## src/rtl/pc_next_unit.sv

```systemverilog
// Program counter with branch/jump redirect and a registered redirect pulse.
// Define BRANCH_DELAY_SLOT_EN to execute one delay-slot instruction before a redirect takes effect.
module pc_next_unit #(
  parameter logic [31:0] RESET_VECTOR = 32'h0000_0000
) (
  input  logic        clk,
  input  logic        rst_n,
  input  logic        stall,
  input  logic        branch,
  input  logic        zero,
  input  logic        jump,
  input  logic [15:0] imm,
  input  logic [25:0] jump_index,
  output logic [31:0] pc,
  output logic [31:0] pc_plus_4,
  output logic        redirect
);

  logic [31:0] pc_r;
  logic [31:0] pc_nxt_s;
  logic [31:0] branch_target_s;
  logic [31:0] jump_target_s;
  logic [31:0] target_s;
  logic        redirect_r;
  logic        redirect_nxt_s;
  logic        take_s;

  assign pc        = pc_r;
  assign redirect  = redirect_r;
  assign pc_plus_4 = pc_r + 32'd4;

  // Jump beats a taken branch; arithmetic wraps naturally at 32 bits.
  assign branch_target_s = pc_plus_4 + {{14{imm[15]}}, imm, 2'b00};
  assign jump_target_s   = {pc_plus_4[31:28], jump_index, 2'b00};
  assign take_s          = jump | (branch & zero);
  assign target_s        = jump ? jump_target_s : branch_target_s;

`ifdef BRANCH_DELAY_SLOT_EN
  typedef enum logic {
    SEQ  = 1'b0,
    SLOT = 1'b1
  } state_t;

  state_t      state_r;
  state_t      state_nxt_s;
  logic [31:0] target_r;
  logic [31:0] target_nxt_s;

  // Next state: SEQ latches a redirect target, SLOT releases it after the slot instruction.
  always_comb begin
    pc_nxt_s       = pc_plus_4;
    redirect_nxt_s = 1'b0;
    state_nxt_s    = state_r;
    target_nxt_s   = target_r;
    case (state_r)
      SEQ: begin
        if (take_s) begin
          target_nxt_s = target_s;
          state_nxt_s  = SLOT;
        end else begin
          state_nxt_s  = SEQ;
        end
      end
      SLOT: begin
        pc_nxt_s       = target_r;
        redirect_nxt_s = 1'b1;
        state_nxt_s    = SEQ;
      end
      default: begin
        state_nxt_s = SEQ;
      end
    endcase
  end

  // State register; stall freezes everything, reset discards any pending target.
  always_ff @(posedge clk) begin
    if (!rst_n) begin
      pc_r       <= RESET_VECTOR;
      redirect_r <= 1'b0;
      state_r    <= SEQ;
      target_r   <= 32'h0000_0000;
    end else if (!stall) begin
      pc_r       <= pc_nxt_s;
      redirect_r <= redirect_nxt_s;
      state_r    <= state_nxt_s;
      target_r   <= target_nxt_s;
    end else begin
      pc_r       <= pc_r;
      redirect_r <= redirect_r;
      state_r    <= state_r;
      target_r   <= target_r;
    end
  end
`else
  // Next PC: redirect immediately on a jump or taken branch.
  always_comb begin
    pc_nxt_s       = pc_plus_4;
    redirect_nxt_s = 1'b0;
    if (take_s) begin
      pc_nxt_s       = target_s;
      redirect_nxt_s = 1'b1;
    end else begin
      pc_nxt_s       = pc_plus_4;
      redirect_nxt_s = 1'b0;
    end
  end

  // PC register; stall freezes everything.
  always_ff @(posedge clk) begin
    if (!rst_n) begin
      pc_r       <= RESET_VECTOR;
      redirect_r <= 1'b0;
    end else if (!stall) begin
      pc_r       <= pc_nxt_s;
      redirect_r <= redirect_nxt_s;
    end else begin
      pc_r       <= pc_r;
      redirect_r <= redirect_r;
    end
  end
`endif

endmodule

```

## config.mk

```make
export PLATFORM = sky130hd
export DESIGN_NAME = pc_next_unit
export DESIGN_NICKNAME = d
export VERILOG_FILES = /design/src/rtl/pc_next_unit.sv
export SDC_FILE = /design/constraint.sdc
export NUM_CORES = 1
export LEC_CHECK = 0
export CAP_MARGIN = 25
export CORE_ASPECT_RATIO = 0.9
export CORE_MARGIN = 2
export CORE_UTILIZATION = 35
export CTS_CLUSTER_DIAMETER = 150
export DETAILED_ROUTE_END_ITERATION = 7
export GPL_TIMING_DRIVEN = 0
export PLACE_DENSITY_LB_ADDON = 0.15
export REMOVE_ABC_BUFFERS = 1
export SLEW_MARGIN = 20
export SYNTH_ARGS = -nofsm -noshare
export SYNTH_HDL_FRONTEND = slang
export SYNTH_SLANG_ARGS = --single-unit
```

## constraint.sdc

```tcl
create_clock -name clk -period 3.75 [get_ports clk]
set_clock_uncertainty 0.15 [all_clocks]
set_input_delay 0.5625 -clock clk [delete_from_list [all_inputs] [get_ports clk]]
set_output_delay 0.5625 -clock clk [all_outputs]
set_load 0.005 [all_outputs]
```

==> Flow_metrics.wiki, run 1 <==
{| class="wikitable"
! Metric !! Value
|-
| N_diodes || 0
|-
| Number of rows created at floorplan || 36
|-
| Number of buffers inserted by port buffering || 108
|-
| Warnings from Yosys || 0
|-
| Outcome || finished, violations left
|-
| Top_reg_cell synth || dfxtp_1
|-
| Share of cells above drive strength 1 || 21.4%
|-
| TritonRoute pass-1 iters || 5
|-
| Largest net degree at the start of global routing || 35
|-
| Post-synthesis adder-cell area fraction || approximately 12%
|-
| Synth area leader || dfxtp_1
|-
| Share of synthesized area occupied by flip-flops and latches || roughly 16%
|-
| Via density per instance || 5.83
|-
| Total of endpoints with negative setup slack in the final report || 2
|-
| Number of distinct library cells after synthesis || 65
|-
| Kind of capture point of the worst setup path || flop
|-
| Setup repair after global routing missed its margin || true
|-
| Hold violation total from the final report || 0
|-
| Post-synthesis cell area || roughly 3800 um^2
|-
| Yosys reg bits || 31
|-
| First-pass GRT wire length || 21.8 mm
|-
| Number of CTS-inserted buffers || 5
|-
| Synth area leaders || dfxtp_1 16%, ha_1 12%, xnor2_1 7.4%, a21oi_1 6.6%, nand2_1 5.3%
|-
| Violation count after the first detailed-route iteration || 291
|-
| Slew headroom || 51.2%
|-
| CTS H-Tree Depth || 2
|-
| Max-cap check violation count || 0
|-
| Leak pwr || 2.42 nW
|-
| Max rail drop VDD || 155 uV
|-
| Launch instance of the worst register-to-register path || pc[2]
|-
| Per-instance average area after synthesis || roughly 7.5 um^2
|-
| Slew at the pin closest to its max-slew limit || about 0.73 ns
|-
| Type of the worst min-delay path || flop to flop
|-
| Final worst-path setup slack || -0.0908 ns
|-
| Starting density of the core || 35.5%
|-
| Violated checks || negative setup slack
|-
| Die Ht || ~100 um
|-
| Part of the power in combinational logic || roughly half
|-
| Kind of start point of the critical path || flop
|-
| Library cell contributing the largest single delay on the critical path || or3_1
|-
| Detailed-route via count || 4477
|-
| Worst path required time || 3.82 ns
|-
| Seq pwr share || 26.1%
|-
| Net count reported at finish || 719
|-
| P&R area growth vs syn || 55.7%
|-
| Placement Setup Slack || -1.45 ns
|-
| Share of the synthesized area in compound gates (AO/OA/AOI/OAI) || 32.8%
|-
| Largest delay share family, worst path || simple AND/OR/NAND/NOR gates
|-
| Final number of max-transition violations || 0
|-
| Number of antenna violations at the first check in global routing || 0
|-
| Final Cycle Share || 102%
|-
| Setup CP Type || flop to flop
|-
| Proportion of synthesized flip-flops having asynchronous set or reset || 0%
|-
| Power density relative to cell area || 261 nW/um^2
|-
| Die Width || 114 um
|-
| Dpl hpwl || 9.68 mm
|-
| TritonCTS clock tree || yes
|-
| Number of buffers inserted for hold repair after clock tree synthesis || 0
|-
| CTS clock-pin slew for the worst setup and hold paths || 0.05 ns
|-
| Final weighted congestion in routability-driven placement || 0.877
|-
| Data arrival time at the worst-slack endpoint || 3.91 ns
|-
| Clock Sinks || 31
|-
| Die Outline Area || 11700 um^2
|-
| Simple-gate share of the synthesized area || roughly 22%
|-
| Multiplexer share of the synthesized area || 0.560%
|-
| Number of design rule violations left after detail routing || 0
|-
| Post-route core utilization || about 55%
|-
| Detailed-route wire length per cell || between 15 and 20 um
|-
| Clock network power share || 25.7%
|-
| Cell count after synthesis || 508
|-
| Worst setup startpoint || pc[2]
|-
| Top-Level Pins || 113
|-
| Main combinational cell family by area after synthesis || compound AO/OA/AOI/OAI gates
|-
| CP Buf/Inv Count || 0
|-
| Clock period minus worst slack || 3.84 ns
|-
| Int Pwr || 0.988 mW
|-
| GR Util All Layers || 22.9%
|-
| Largest fanout on the critical path || 3
|-
| Power dissipated by switching net loads || 0.558 mW
|-
| GR Overflow Total || 0
|-
| Count of flip-flops with a built-in enable after synthesis || 0
|-
| Share of the synthesized area in the top cell type || 16.3%
|-
| Switching part of the total || 36.1%
|-
| Post-detailed-route count of antenna-violating nets || 0
|-
| Crit-path max cell delay || 0.41 ns
|-
| Maximum count of clock buffers along a single path || 2
|-
| Area share of xor/xnor cells in the synthesized design || 10.8%
|-
| Detailed Route WL || 13.9 mm
|-
| Hold_sp || pc[10]
|-
| Worst-path cell chain || ha_4, nand3_4, nor3_4, nand2_2, nor2_4, nand4_1, xnor2_2, ha_4, nand2_4, nor2_2, a2111oi_4, or3_4, nand2_4, o211ai_1, o311ai_4, or3_1, nand4_1
|-
| Worst-Skew Late Latency || 0.28 ns
|-
| Cell chosen for the clock root || clkbuf_16
|-
| Max Clk Rate || roughly 260 MHz
|-
| Placeable Area || 10700 um^2
|-
| Number of global-route vias before repair || 4248
|}
## cells in the mapped netlist, types with 6 or more instances
master	number
a21o_1	25
a21oi_1	50
a221oi_1	23
a31oi_1	7
clkbuf_1	20
dfxtp_1	31
ha_1	36
inv_1	13
nand2_1	54
nand3_1	18
nand4_1	12
nor2_1	25
nor3_1	13
o21a_1	6
o21ai_0	36
or3_1	7
xnor2_1	32
xor2_1	15
## flip-flops by register name, indices dropped and copies added, names as in the netlist
| name | cells |
|---|---|
| pc | 30 |
| redirect | 1 |
## final timing paths
check | slack, ns | endpoint | depth (start not counted)
max reg2reg | -0.09 | pc[31] | 17
min reg2reg | 0.40 | pc[10] | 2
max | -0.09 | pc[31] | 17
min | 0.40 | pc[10] | 2
## power groups by stage
| stage | Combinational, mW | Clock (mW) | Sequential [mW] |
|---|---|---|---|
| after CTS | 0.698 | 0.405 | 0.399 |
| after floorplan | 0.360 | 0 | 0.396 |
| after global routing | 0.809 | 0.420 | 0.407 |
| after global placement | 0.616 | 0 | 0.400 |
| after detailed placement | 0.628 | 0 | 0.401 |
| final | 0.746 | 0.398 | 0.403 |
## worst reg2reg max path: stages (launching register included)
cell	delay, ns
dfxtp_4	0.37
ha_4	0.15
nand3_4	0.10
nor3_4	0.29
nand2_2	0.13
nor2_4	0.15
nand4_1	0.16
xnor2_2	0.32
ha_4	0.28
nand2_4	0.07
nor2_2	0.05
a2111oi_4	0.35
or3_4	0.21
nand2_4	0.05
o211ai_1	0.27
o311ai_4	0.18
or3_1	0.41
nand4_1	0.09
## area by class of cell
cell class              count  area, um^2
repair buffers            146        1420
multi-input cells         437        3510
fillers                  1007        4800
flip-flops and latches     31         642
clock inverters             1        5.00
clock buffers               7         133
well taps                 133         166
inverters                  13        48.8
## metal layers
layer  routed length [um]  share of wire (%)  global-route usage (%)
met2                 6640                 48                    39.9
met3                  757                5.5                    3.41
met1                 6260                 45                    30.2
met5                    0                  0                       0
met4                  188                1.4                    5.72
## kinds of logic (layout without fill, tap and decap cells)
| family | after synthesis | after routing |
|---|---|---|
| AO/OA/AOI/OAI | 184 | 184 |
| AND/OR/NAND/NOR | 163 | 163 |
| XOR/XNOR | 47 | 47 |
| buffers and inverters | 43 | 167 |
| adder cells (fa/ha/maj) | 37 | 37 |
| flip-flops | 31 | 31 |
| multiplexers | 2 | 2 |
| other | 1 | 4 |
## layout by cell type, fill, tap and decap left out, types with 20 or more instances in the layout
| cell | instances |
|---|---|
| clkdlybuf4s50_1 | 104 |
| o21ai_0 | 35 |
| a221oi_1 | 23 |
| buf_4 | 34 |
| xnor2_1 | 20 |
| dfxtp_1 | 22 |
| a21oi_1 | 45 |
| nand2_1 | 49 |
| a21o_1 | 24 |
| ha_1 | 24 |
## repair_timing
| item | in CTS | in global routing |
|---|---|---|
| pin swaps | 28 | 27 |
| gates resized for setup | 74 | 26 |
| buffers inserted | 23 | 12 |
| setup endpoints to repair | 24 | 12 |
## stage by stage
step                      std cells  power (mW)  area [um^2]  hold WS (ns)  setup TNS [ns]
after floorplan                 481       0.756         3670         0.395          -0.230
after global placement          722        1.02         4920         0.409          -27.55
after detailed placement        724        1.03         4980         0.415           -9.36
after CTS                       755        1.50         5670         0.409         -0.0536
after global routing            768        1.64         5920         0.428          -0.709
final                           768        1.55         5920         0.405          -0.101
No activity file was read; power rests on OpenSTA's default activity.
==> inputs of run 2 (changes only) <==
HOLD_SLACK_MARGIN = 0.05   (was not set)
PLACE_DENSITY_LB_ADDON = 0.2   (was 0.15)
==> run 2 against run 1 <==
The run still ends with negative setup slack left. Critical path depth is 2 lower. Core utilization is 0.32 points higher. Die area stayed put. Routed wire length is 0.56% lower. Sequential power hardly changed.
==> Flow_metrics.wiki, run 2 (synthesized netlist as in run 1, its figures left out) <==
{| class="wikitable"
! Metric !! Value
|-
| Worst path required time || 3.81 ns
|-
| Max Clk Rate || 262 MHz
|-
| Timing endpoint of the critical path || pc[31]
|-
| GR Overflow Total || 0
|-
| Post-detailed-route count of antenna-violating nets || 0
|-
| Number of design rule violations left after detail routing || 0
|-
| Hold violation total from the final report || 0
|-
| Slew at the pin closest to its max-slew limit || 1.02 ns
|-
| Area of all placed cells without fillers || roughly 6000 um^2
|-
| CTS clock-pin slew for the worst setup and hold paths || 0.05 ns
|-
| Final Cycle Share || 102%
|-
| Placement Cell Area || 4980 um^2
|-
| TritonCTS clock tree || yes
|-
| Maximum count of clock buffers along a single path || 2
|-
| Placeable Area || 10700 um^2
|-
| Filler instances || 982
|-
| Max FFs per register || 30
|-
| Starting density of the core || 35.5%
|-
| N_diodes || 0
|-
| Commonest non-fill, non-tap cell in the layout || clkdlybuf4s50_1
|-
| Violated checks || negative setup slack
|-
| Die Ht || slightly above 100 um
|-
| Die Outline Area || 11700 um^2
|-
| Power density relative to cell area || 268 nW/um^2
|-
| TritonRoute pass-1 iters || 5
|-
| Setup CP Type || flop to flop
|-
| Slew headroom || 31.9%
|-
| Top-Level Pins || 113
|-
| Kind of start point of the critical path || flop
|-
| Number of cells on the worst reg-to-reg path || 15
|-
| Worst-Skew Late Latency || 0.28 ns
|-
| Max-cap check violation count || 0
|-
| Net count reported at finish || 720
|-
| First-pass GRT wire length || about 21 mm
|-
| Launch instance of the worst register-to-register path || pc[3]
|-
| Violation count after the first detailed-route iteration || 340
|-
| Total of endpoints with negative setup slack in the final report || 1
|-
| Largest net degree at the start of global routing || 35
|-
| Number of antenna violations at the first check in global routing || 0
|-
| Final non-filler cell total || 769
|-
| Data arrival time at the worst-slack endpoint || 3.88 ns
|-
| Largest fanout on the critical path || 5
|-
| Total power || 1.59 mW
|-
| Final number of max-transition violations || 0
|-
| Detailed-route wire length per cell || 17.9 um
|-
| Register-to-register setup slack || -0.06 ns
|-
| Detailed Route WL || 13.8 mm
|-
| Final worst-path setup slack || -0.0633 ns
|-
| Top library cells by usage in the layout, fill and taps aside || 104 x clkdlybuf4s50_1, 50 x nand2_1, 45 x a21oi_1, 36 x buf_4, 33 x o21ai_0
|-
| Clock Sinks || 31
|-
| Dpl hpwl || 9.60 mm
|-
| Number of placed instances, taps included || 724
|-
| Area of combinational cells with multiple inputs || 3540 um^2
|-
| Kind of capture point of the worst setup path || flop
|-
| Placement Setup Slack || -1.50 ns
|-
| Worst setup startpoint || pc[3]
|-
| Capture instance of the worst register-to-register path || pc[31]
|-
| Max rail drop VDD || 166 uV
|-
| Number of buffers inserted for hold repair after clock tree synthesis || 0
|-
| Number of CTS-inserted buffers || 5
|-
| Sequential Area || 638 um^2
|-
| Via density per instance || just under 6
|-
| Number of buffers inserted by port buffering || about 110
|-
| Share of cells above drive strength 1 || 21.2%
|-
| Number of rows created at floorplan || 36
|-
| GR Util All Layers || a little under a quarter
|-
| Setup repair after global routing missed its margin || true
|-
| Type of the worst min-delay path || flop to flop
|-
| Outcome || finished, violations left
|-
| Clock period minus worst slack || 3.81 ns
|-
| Detailed-route via count || 4523
|-
| Die Width || 114 um
|-
| Leak pwr || 2.44 nW
|-
| Final weighted congestion in routability-driven placement || between 0.8 and 0.9
|-
| Number of global-route vias before repair || 4234
|-
| CTS H-Tree Depth || 2
|-
| P&R area growth vs syn || 56.6%
|-
| Cell chosen for the clock root || clkbuf_16
|-
| Hold Worst Slack || 0.430 ns
|}
-- run 2: cell types whose count changed in the layout (fill, tap and decap cells not counted), moves of 2 or more --
cell      delta
buf_4        +2
clkbuf_8     +2
nor2_4       +2
o21ai_1      +2
nor2_2       -3
o21ai_0      -2
-- run 2: timing repair --
item                                    4_1_cts  5_1_grt
hold endpoints to repair                      0        0
gates resized for setup                      66       34
buffers inserted                             25       12
endpoints found under the setup margin       24       10
pin swaps                                    23       27
-- run 2: metrics by stage --
| step | setup TNS [ns] | util, % |
|---|---|---|
| finish | -0.0633 | 55.5 |
| floorplan | -0.230 | - |
| global route | -0.723 | 55.5 |
| global placement | -24.86 | 45.9 |
| detailed placement | -10.35 | 46.4 |
| CTS | -0.0504 | 52.9 |
-- run 2: worst max-delay path, stage by stage, from the launching register on --
cell and delay [ns]:
dfxtp_4 0.37, and3_1 0.17, nand3_2 0.10, or2_4 0.31, or3_4 0.40, xnor2_4 0.26
ha_1 0.34, o21ai_1 0.27, a21oi_4 0.09, nor2_1 0.14, or3_4 0.17, nand2_4 0.05
o211ai_1 0.27, o311ai_4 0.18, or3_1 0.39, nand4_1 0.08
-- run 2: cell type report --
type                       count  share of cell area (%)
inverter                      13                   0.820
timing repair buffer         147                    23.5
clock buffer                   8                    2.63
sequential                    31                    10.7
tap                          133                    2.80
multi-input combinational    437                    59.6
-- run 2: worst min path at each step --
stage | startpoint | to | slack (ns) | cells past startpoint
floorplan | pc[22] | pc[22] | 0.40 | 2
global placement | redirect | redirect | 0.41 | 3
detailed placement | redirect | redirect | 0.42 | 3
CTS | pc[9] | pc[9] | 0.42 | 2
global route | pc[9] | pc[9] | 0.44 | 2
finish | redirect | redirect | 0.43 | 3
-- run 2: report_power, final --
part | switching, mW | leakage [nW] | internal [mW] | total, mW
Combinational | 0.369 | 2.10 | 0.388 | 0.757
Sequential | 0.0442 | 0.260 | 0.357 | 0.401
Clock | 0.154 | 0.0772 | 0.283 | 0.437
Total | 0.568 | 2.44 | 1.03 | 1.59
-- run 2: per-layer routing --
metal  global-route usage [%]  wire, um  up-vias
met3                     2.70       663       18
li1                         -         -     2169
met1                     29.8      6250     2167
met2                     39.5      6640      169
met4                     7.32       225        0
met5                        0         0        -
==> inputs of run 3 (changes only) <==
CAP_MARGIN = not set   (was 25)
HOLD_SLACK_MARGIN = not set   (was 0.05)
==> results of run 3 <==
No change in the layout: final DEF, timing and power equal those of run 2.
